## config.mk

```make
export PLATFORM = sky130hd
export DESIGN_NAME = reg_file
export DESIGN_NICKNAME = d
export VERILOG_FILES = /design/src/rtl/reg_file_pkg.sv /design/src/rtl/reg_file_read_port.sv /design/src/rtl/reg_file.sv
export SDC_FILE = /design/constraint.sdc
export NUM_CORES = 2
export LEC_CHECK = 0
export BUFFER_PORTS_ARGS = -buffer_cell sky130_fd_sc_hd__buf_2
export CAP_MARGIN = 10
export CORE_ASPECT_RATIO = 1.2
export CORE_UTILIZATION = 65
export DETAILED_ROUTE_END_ITERATION = 12
export GPL_TIMING_DRIVEN = 1
export PLACE_DENSITY_LB_ADDON = 0.2
export SETUP_SLACK_MARGIN = 0.02
export SLEW_MARGIN = 5
export SYNTH_ARGS = -nofsm -noshare
export SYNTH_HDL_FRONTEND = slang
export SYNTH_HIERARCHICAL = 1
export SYNTH_SLANG_ARGS = --single-unit
```

## constraint.sdc

```tcl
create_clock -name clk -period 4.4 [get_ports clk]
set_input_delay 0.88 -clock clk [delete_from_list [all_inputs] [get_ports clk]]
set_output_delay 0.88 -clock clk [all_outputs]
set_load 0.005 [all_outputs]
```

## src/rtl/reg_file_pkg.sv

```systemverilog
// Core-wide register file constants shared with the decoder and writeback mux.
package reg_file_pkg;
   localparam int REG_ADDR_WIDTH = 5;
   localparam int CORE_BUS_WIDTH = 32;
   localparam logic [REG_ADDR_WIDTH-1:0] ZERO_REG = 5'd0;
endpackage

```

## src/rtl/reg_file_read_port.sv

```systemverilog
// One combinational read port: x0 forced to zero, optional write-data forwarding.
module reg_file_read_port
   import reg_file_pkg::*;
#(
   parameter int BUS_WIDTH  = CORE_BUS_WIDTH,
   parameter int ADDR_WIDTH = REG_ADDR_WIDTH,
   parameter int NREGS      = 2**ADDR_WIDTH
) (
   input  logic [ADDR_WIDTH-1:0] addr,
   input  logic                  byp_en,
   input  logic [ADDR_WIDTH-1:0] byp_addr,
   input  logic [BUS_WIDTH-1:0]  byp_data,
   input  logic [BUS_WIDTH-1:0]  regs [1:NREGS-1],
   output logic [BUS_WIDTH-1:0]  data
);
   always_comb begin
      data = '0;
      if (addr != ADDR_WIDTH'(ZERO_REG)) begin
         // byp_en already excludes x0 and reset, so only the index compare is needed here
         if (byp_en && (byp_addr == addr)) data = byp_data;
         else                              data = regs[addr];
      end
   end
endmodule

```

## src/rtl/reg_file.sv

```systemverilog
// Architectural integer register file: two ALU read ports, one write port, one debug port.
module reg_file
   import reg_file_pkg::*;
#(
   parameter int BUS_WIDTH  = CORE_BUS_WIDTH,
   parameter int ADDR_WIDTH = REG_ADDR_WIDTH,
   parameter bit BYPASS     = 1'b1
) (
   input  logic                  clk,
   input  logic                  rst_n,
   input  logic [ADDR_WIDTH-1:0] rd_addr_a,
   input  logic [ADDR_WIDTH-1:0] rd_addr_b,
   output logic [BUS_WIDTH-1:0]  rd_data_a,
   output logic [BUS_WIDTH-1:0]  rd_data_b,
   input  logic                  wr_en,
   input  logic [ADDR_WIDTH-1:0] wr_addr,
   input  logic [BUS_WIDTH-1:0]  wr_data,
   input  logic [ADDR_WIDTH-1:0] dbg_addr,
   output logic [BUS_WIDTH-1:0]  dbg_data
);
   localparam int NREGS = 2**ADDR_WIDTH;
   localparam int NRP   = 2;

   logic [BUS_WIDTH-1:0] regs [1:NREGS-1];
   logic                 wr_live;
   logic                 byp_en;

   logic [NRP-1:0][ADDR_WIDTH-1:0] rp_addr;
   logic [NRP-1:0][BUS_WIDTH-1:0]  rp_data;

   assign wr_live = wr_en && (wr_addr != ADDR_WIDTH'(ZERO_REG));
   assign byp_en  = BYPASS && wr_live && rst_n;

   always_ff @(posedge clk or negedge rst_n) begin
      if (!rst_n) begin
         for (int i = 1; i < NREGS; i++) regs[i] <= '0;
      end else if (wr_live) begin
         regs[wr_addr] <= wr_data;
      end
   end

   assign rp_addr   = {rd_addr_b, rd_addr_a};
   assign rd_data_a = rp_data[0];
   assign rd_data_b = rp_data[1];

   for (genvar p = 0; p < NRP; p++) begin : g_rp
      reg_file_read_port #(
         .BUS_WIDTH (BUS_WIDTH),
         .ADDR_WIDTH(ADDR_WIDTH)
      ) u_rp (
         .addr    (rp_addr[p]),
         .byp_en  (byp_en),
         .byp_addr(wr_addr),
         .byp_data(wr_data),
         .regs    (regs),
         .data    (rp_data[p])
      );
   end

   // Debug view is the stored state only, so forwarding is tied off
   reg_file_read_port #(
      .BUS_WIDTH (BUS_WIDTH),
      .ADDR_WIDTH(ADDR_WIDTH)
   ) u_dbg (
      .addr    (dbg_addr),
      .byp_en  (1'b0),
      .byp_addr('0),
      .byp_data('0),
      .regs    (regs),
      .data    (dbg_data)
   );

`ifndef SYNTHESIS
   always @(posedge clk) begin
      if (rst_n && wr_en) assert (!$isunknown(wr_addr));
   end
`endif
endmodule

```

; ---- Word-level counts from Yosys, hierarchy flattened
; Cells that the tools add are included.
[totals]
ff_bits = 992
wordCells = 68
inputBits = 55
[op_classes]
muxes = 17
n_eq_ne = 2
magnitude_cmp = 5
bitwise_logic = 4
reduce_logical = 9
[ops]
columns = cell, count
row1 = 992-bit bitwise mux, 1
row2 = 32-bit binary-select mux with 5-bit select, 3
row3 = 32-bit 2-to-1 mux, 12
row4 = 32-bit demux with 5-bit select, 1
row5 = 6-bit >= comparator (second input constant), 4
row6 = 5-bit NOT with 6-bit output, 4
row7 = 5-bit nonzero test, 4
row8 = 5-bit == test, 2
row9 = 6-bit by 1-bit less-than comparator with 1-bit output (second input constant), 1
row10 = 1-bit logical AND, 5

; ---- Longest topological paths before layout
[logic_depth]
depth_word = 6
ltp_mapped = 10
mapped_depth_nobuf = 5

; ---- By module
; Netlist, hierarchy kept.
[by_module_without_submodules]
columns = mod, n_inst, seq_area_each_um2, area_each_um2, cells_per_inst
row1 = reg_file, 1, 24823.8, 37140.6, 2228
row2 = reg_file_read_port, 3, 0.0, 8763.4, 853

; ---- Least setup slack after synthesis
; OpenSTA, ideal clock, no wires.
[synth_path]
kind = input port to output port
startpoint = input port dbg_addr[0]
endpoint = output port dbg_data[25]
arrival_ps = 2378
n_path_buf = 3
path_stages = 8
path_slack_ps = 1142
path_cell_list = buf_6 > buf_8 > buf_8 > mux4_2 > nand2_1 > o21ai_1 > a2111oi_2 > a21oi_1
[synth_between]
elab_chain_cells = 5
[synth_rtl]
columns = element, line_no
row1 = "start, declared", reg_file.sv:18  ; input logic [ADDR_WIDTH-1:0] dbg_addr,
row2 = 5-bit NOT with 6-bit output (implied by the code), reg_file_read_port.sv:21  ; else data = regs[addr];
row3 = 32-bit binary-select mux with 5-bit select, reg_file_read_port.sv:21
row4 = 32-bit 2-to-1 mux (implied by the code) (2 in series), reg_file_read_port.sv:21
row5 = 32-bit 2-to-1 mux (*), reg_file_read_port.sv:18  ; if (addr != ADDR_WIDTH'(ZERO_REG)) begin
row6 = "end, declared", reg_file.sv:19  ; output logic [BUS_WIDTH-1:0] dbg_data
; Mark *: on every way between the ends. The rest lies on a longest branch, timed or not. The select of a mux whose other input is x is not followed.

; ---- Worst setup path after layout
[layout_path]
startpoint = input port dbg_addr[1]
endpoint = output port dbg_data[28]
; Same word-level chain as after synthesis.

==> results.sh <==
export IMPL_outcome="complete, but fails checks"
export IMPL_failed_checks="design-rule violations, max-slew violations"
export IMPL_synth_distinct_cells=45
export IMPL_design_area_mm2=0.0700
export IMPL_num_io_pins=151
export IMPL_drc=4
export IMPL_cp_end_kind="primary output"
export IMPL_std_cell_rows=125
export IMPL_grt_pass1_wl_um=315000
export IMPL_synth_yosys_seq_area_share_pct=39.1
export IMPL_critPathMaxFanout=42
export IMPL_yosysWarningCount=6
export IMPL_viasPerCell=7.77
export IMPL_hold_viol=0
export IMPL_clk_pin_slew_ns=0.06
export IMPL_drtIter0Drc=5279
export IMPL_cap_violations=0
export IMPL_p_int_uw=20900
export IMPL_swShare_pct=29.7
export IMPL_fin_setup_tns_ns=0
export IMPL_setup_viol=0
export IMPL_pwr_share_comb_pct=25.8
export IMPL_worstMarginPinSlew_ns=3.27
export IMPL_drive_gt1_share_pct=49.9
export IMPL_antenna_found_initial=10
export IMPL_power_density_mw_per_mm2=425
export IMPL_placedCellCount=5969
export IMPL_largest_register_ffs=992
export IMPL_gr_total_overflow=0
export IMPL_worst_slack_ns=0.0588
export IMPL_dr_pass1_iters=12
export IMPL_hpwl_um=136000
export IMPL_cp_start_kind="input pin"
export IMPL_synth_adder_area_share_pct=0
export IMPL_dieArea_mm2=0.0988
export IMPL_reg_largest_list="regs x992"
export IMPL_fin_util_pct=72.3
export IMPL_finalClockSkew_ns=0
export IMPL_regMostFlops="regs"
export IMPL_p_leak_uw=0.0297
export IMPL_dpl_cell_area_mm2=0.0663
export IMPL_grt_total_usage_pct=43.3
export IMPL_clockPowerShare_pct=31.7
export IMPL_layout_common_cells="1296 x mux2_2, 992 x dfrtp_1, 489 x mux4_2, 221 x buf_4, 159 x o21ai_0"
export IMPL_pre_cts_ws_ns=0.171
export IMPL_synth_compound_area_share_pct=7.50
export IMPL_fin_crit_sh_pct=98.7
export IMPL_finalNonFillerCells=6166
export IMPL_synth_edf_count=0
export IMPL_rsz0062_at_grt="no"
export IMPL_dieHeight_um=344
export IMPL_synth_top_family_by_area="multiplexers"
export IMPL_nFillCells=6387
export IMPL_synth_area_per_cell_um2=13.3
export IMPL_final_nets=4859
export IMPL_fp_dieW_um=287
export IMPL_cts_buffer_depth=3
export IMPL_async_flop_share_pct=100
export IMPL_coreArea_mm2=0.0968
export IMPL_cts_root_buffer="clkbuf_16"
export IMPL_syn_inst=4787
export IMPL_worstPathArrival_ns=3.46
export IMPL_areaGrowthSynthToFinish_pct=10.3
export IMPL_slew_limit_headroom_pct=-119
export IMPL_synth_xor_area_share_pct=0.207
export IMPL_worstSetupPathType="in -> out"
export IMPL_seq_area_mm2=0.0248
export IMPL_num_vias=47900
export IMPL_place_gp_congestion=0.932
export IMPL_synth_simple_area_share_pct=4.26
export IMPL_synth_area_mux_share_pct=44.6
export IMPL_synth_ff_latch_count=992
export IMPL_cts_setup_buffers=0
export IMPL_grt_pass1_vias=48300
export IMPL_netlist_area_mm2=0.0634
export IMPL_netSwitchingPower_uw=8850
export IMPL_wl_um=212000
export IMPL_layout_commonest_cell="mux2_2"
export IMPL_h_tree_depth=3
export IMPL_drt_wirelength_per_cell_um=34.3
export IMPL_cp_data_required_time_ns=3.52
export IMPL_cts_tree="done"
export IMPL_clk_latency_ns=0.69
export IMPL_max_freq_mhz=230
export IMPL_vdd_ir_drop_max_uv=396
export IMPL_finalCriticalPeriod_ns=4.34
export IMPL_initial_core_util_pct=65.5
export IMPL_multi_input_area_mm2=0.0363
export IMPL_port_buffers=150
export IMPL_holdCritPathClass="reg -> reg"
export IMPL_cts_sinks=992
export IMPL_cts_buffers=102
export IMPL_synth_ff_type="dfrtp_1"
export IMPL_grt_max_degree=160
export IMPL_detail_route_antenna_nets=0
export IMPL_drv_slew=63
export IMPL_seq_power_share_pct=42.5
==> per-stage QoR <==
stage          power, µW  hold WS [ns]
3_5_place_dp       20200         0.515
4_1_cts            29600         0.531
6_report           29800         0.532
3_3_place_gp       19800         0.498
2_1_floorplan      17900         0.486
5_1_grt            30800         0.551
==> cells in the mapped netlist, types with 30 or more instances <==
| cell type | instances | area share [%] |
|---|---|---|
| nor3_1 | 121 | 0.95 |
| mux4_2 | 489 | 17 |
| and3_1 | 33 | 0.33 |
| a31oi_1 | 60 | 0.59 |
| mux2i_1 | 156 | 2.5 |
| buf_2 | 165 | 1.3 |
| o22ai_1 | 123 | 1.2 |
| buf_6 | 42 | 0.75 |
| nor4_1 | 33 | 0.33 |
| mux2_2 | 1296 | 23 |
| o221ai_1 | 120 | 1.7 |
| a22oi_1 | 69 | 0.82 |
| a22o_1 | 30 | 0.41 |
| dfrtp_1 | 992 | 39 |
| mux2_1 | 98 | 1.7 |
| a21oi_1 | 64 | 0.50 |
| o21ai_0 | 159 | 1.3 |
| nor2b_1 | 137 | 1.4 |
| a221oi_1 | 63 | 0.87 |
| nand2_1 | 85 | 0.50 |
| clkbuf_1 | 306 | 1.8 |
==> cell families (layout without fill, tap and decap cells) <==
kind of cell | count (synthesis) | after routing
muxes | 2039 | 2039
and+or+nand+nor | 488 | 488
buffers and inverters | 552 | 616
other | 1 | 46
AOI/OAI and AO/OA | 700 | 700
xor gates and xnor gates | 15 | 15
DFF | 992 | 992
==> final timing paths <==
path	end	startpoint	cells past startpoint	slack (ns)
worst max-delay path	dbg_data[28]	dbg_addr[1]	8	0.06
worst min-delay path	regs[546]	regs[546]	1	0.53
worst max register to register	regs[900]	regs[900]	1	3.55
worst min register to register	regs[546]	regs[546]	1	0.53
max in group asynchronous	regs[827]	rst_n	5	1.13
min in group asynchronous	regs[608]	rst_n	2	0.60
==> final cells by class <==
class	count	area share, %
diodes	7	0.0250
flip-flops and latches	992	35.5
repair buffers	427	5.24
well taps	1270	2.27
clock buffers	145	4.27
clock inverters	44	0.894
multi-input cells	3281	51.8
==> what timing repair did <==
| action | 4_1_cts | 5_1_grt |
|---|---|---|
| hold endpoints to repair | 4 | 0 |
| resized for setup | 0 | 4 |
| setup endpoints to repair | 0 | 4 |
| hold buffers | 1 | 0 |
==> power groups by stage <==
stage	sequential (µW)	clock [µW]	combinational, µW
4_1_cts	12600	9480	7550
3_5_place_dp	12700	0	7500
5_1_grt	12900	9850	8080
6_report	12700	9440	7670
2_1_floorplan	12200	0	5720
3_3_place_gp	12500	0	7300
==> critical path: stages <==
cell and delay [ns]:
buf_8 0.38, nor2b_4 0.60, buf_4 0.36, a221oi_1 0.13
nor3_1 0.15, nor4_1 0.07, nor3_1 0.59, buf_2 0.24
==> metal layers <==
layer	part of all wire, %	GRT usage, %	vias to the layer above
met5	0.015	0	-
met4	7.6	28.3	6
met3	12	11.5	1078
met2	46	66.5	3555
met1	35	54.5	24400
li1	-	-	18900
No activity file was read; power rests on OpenSTA's default activity.
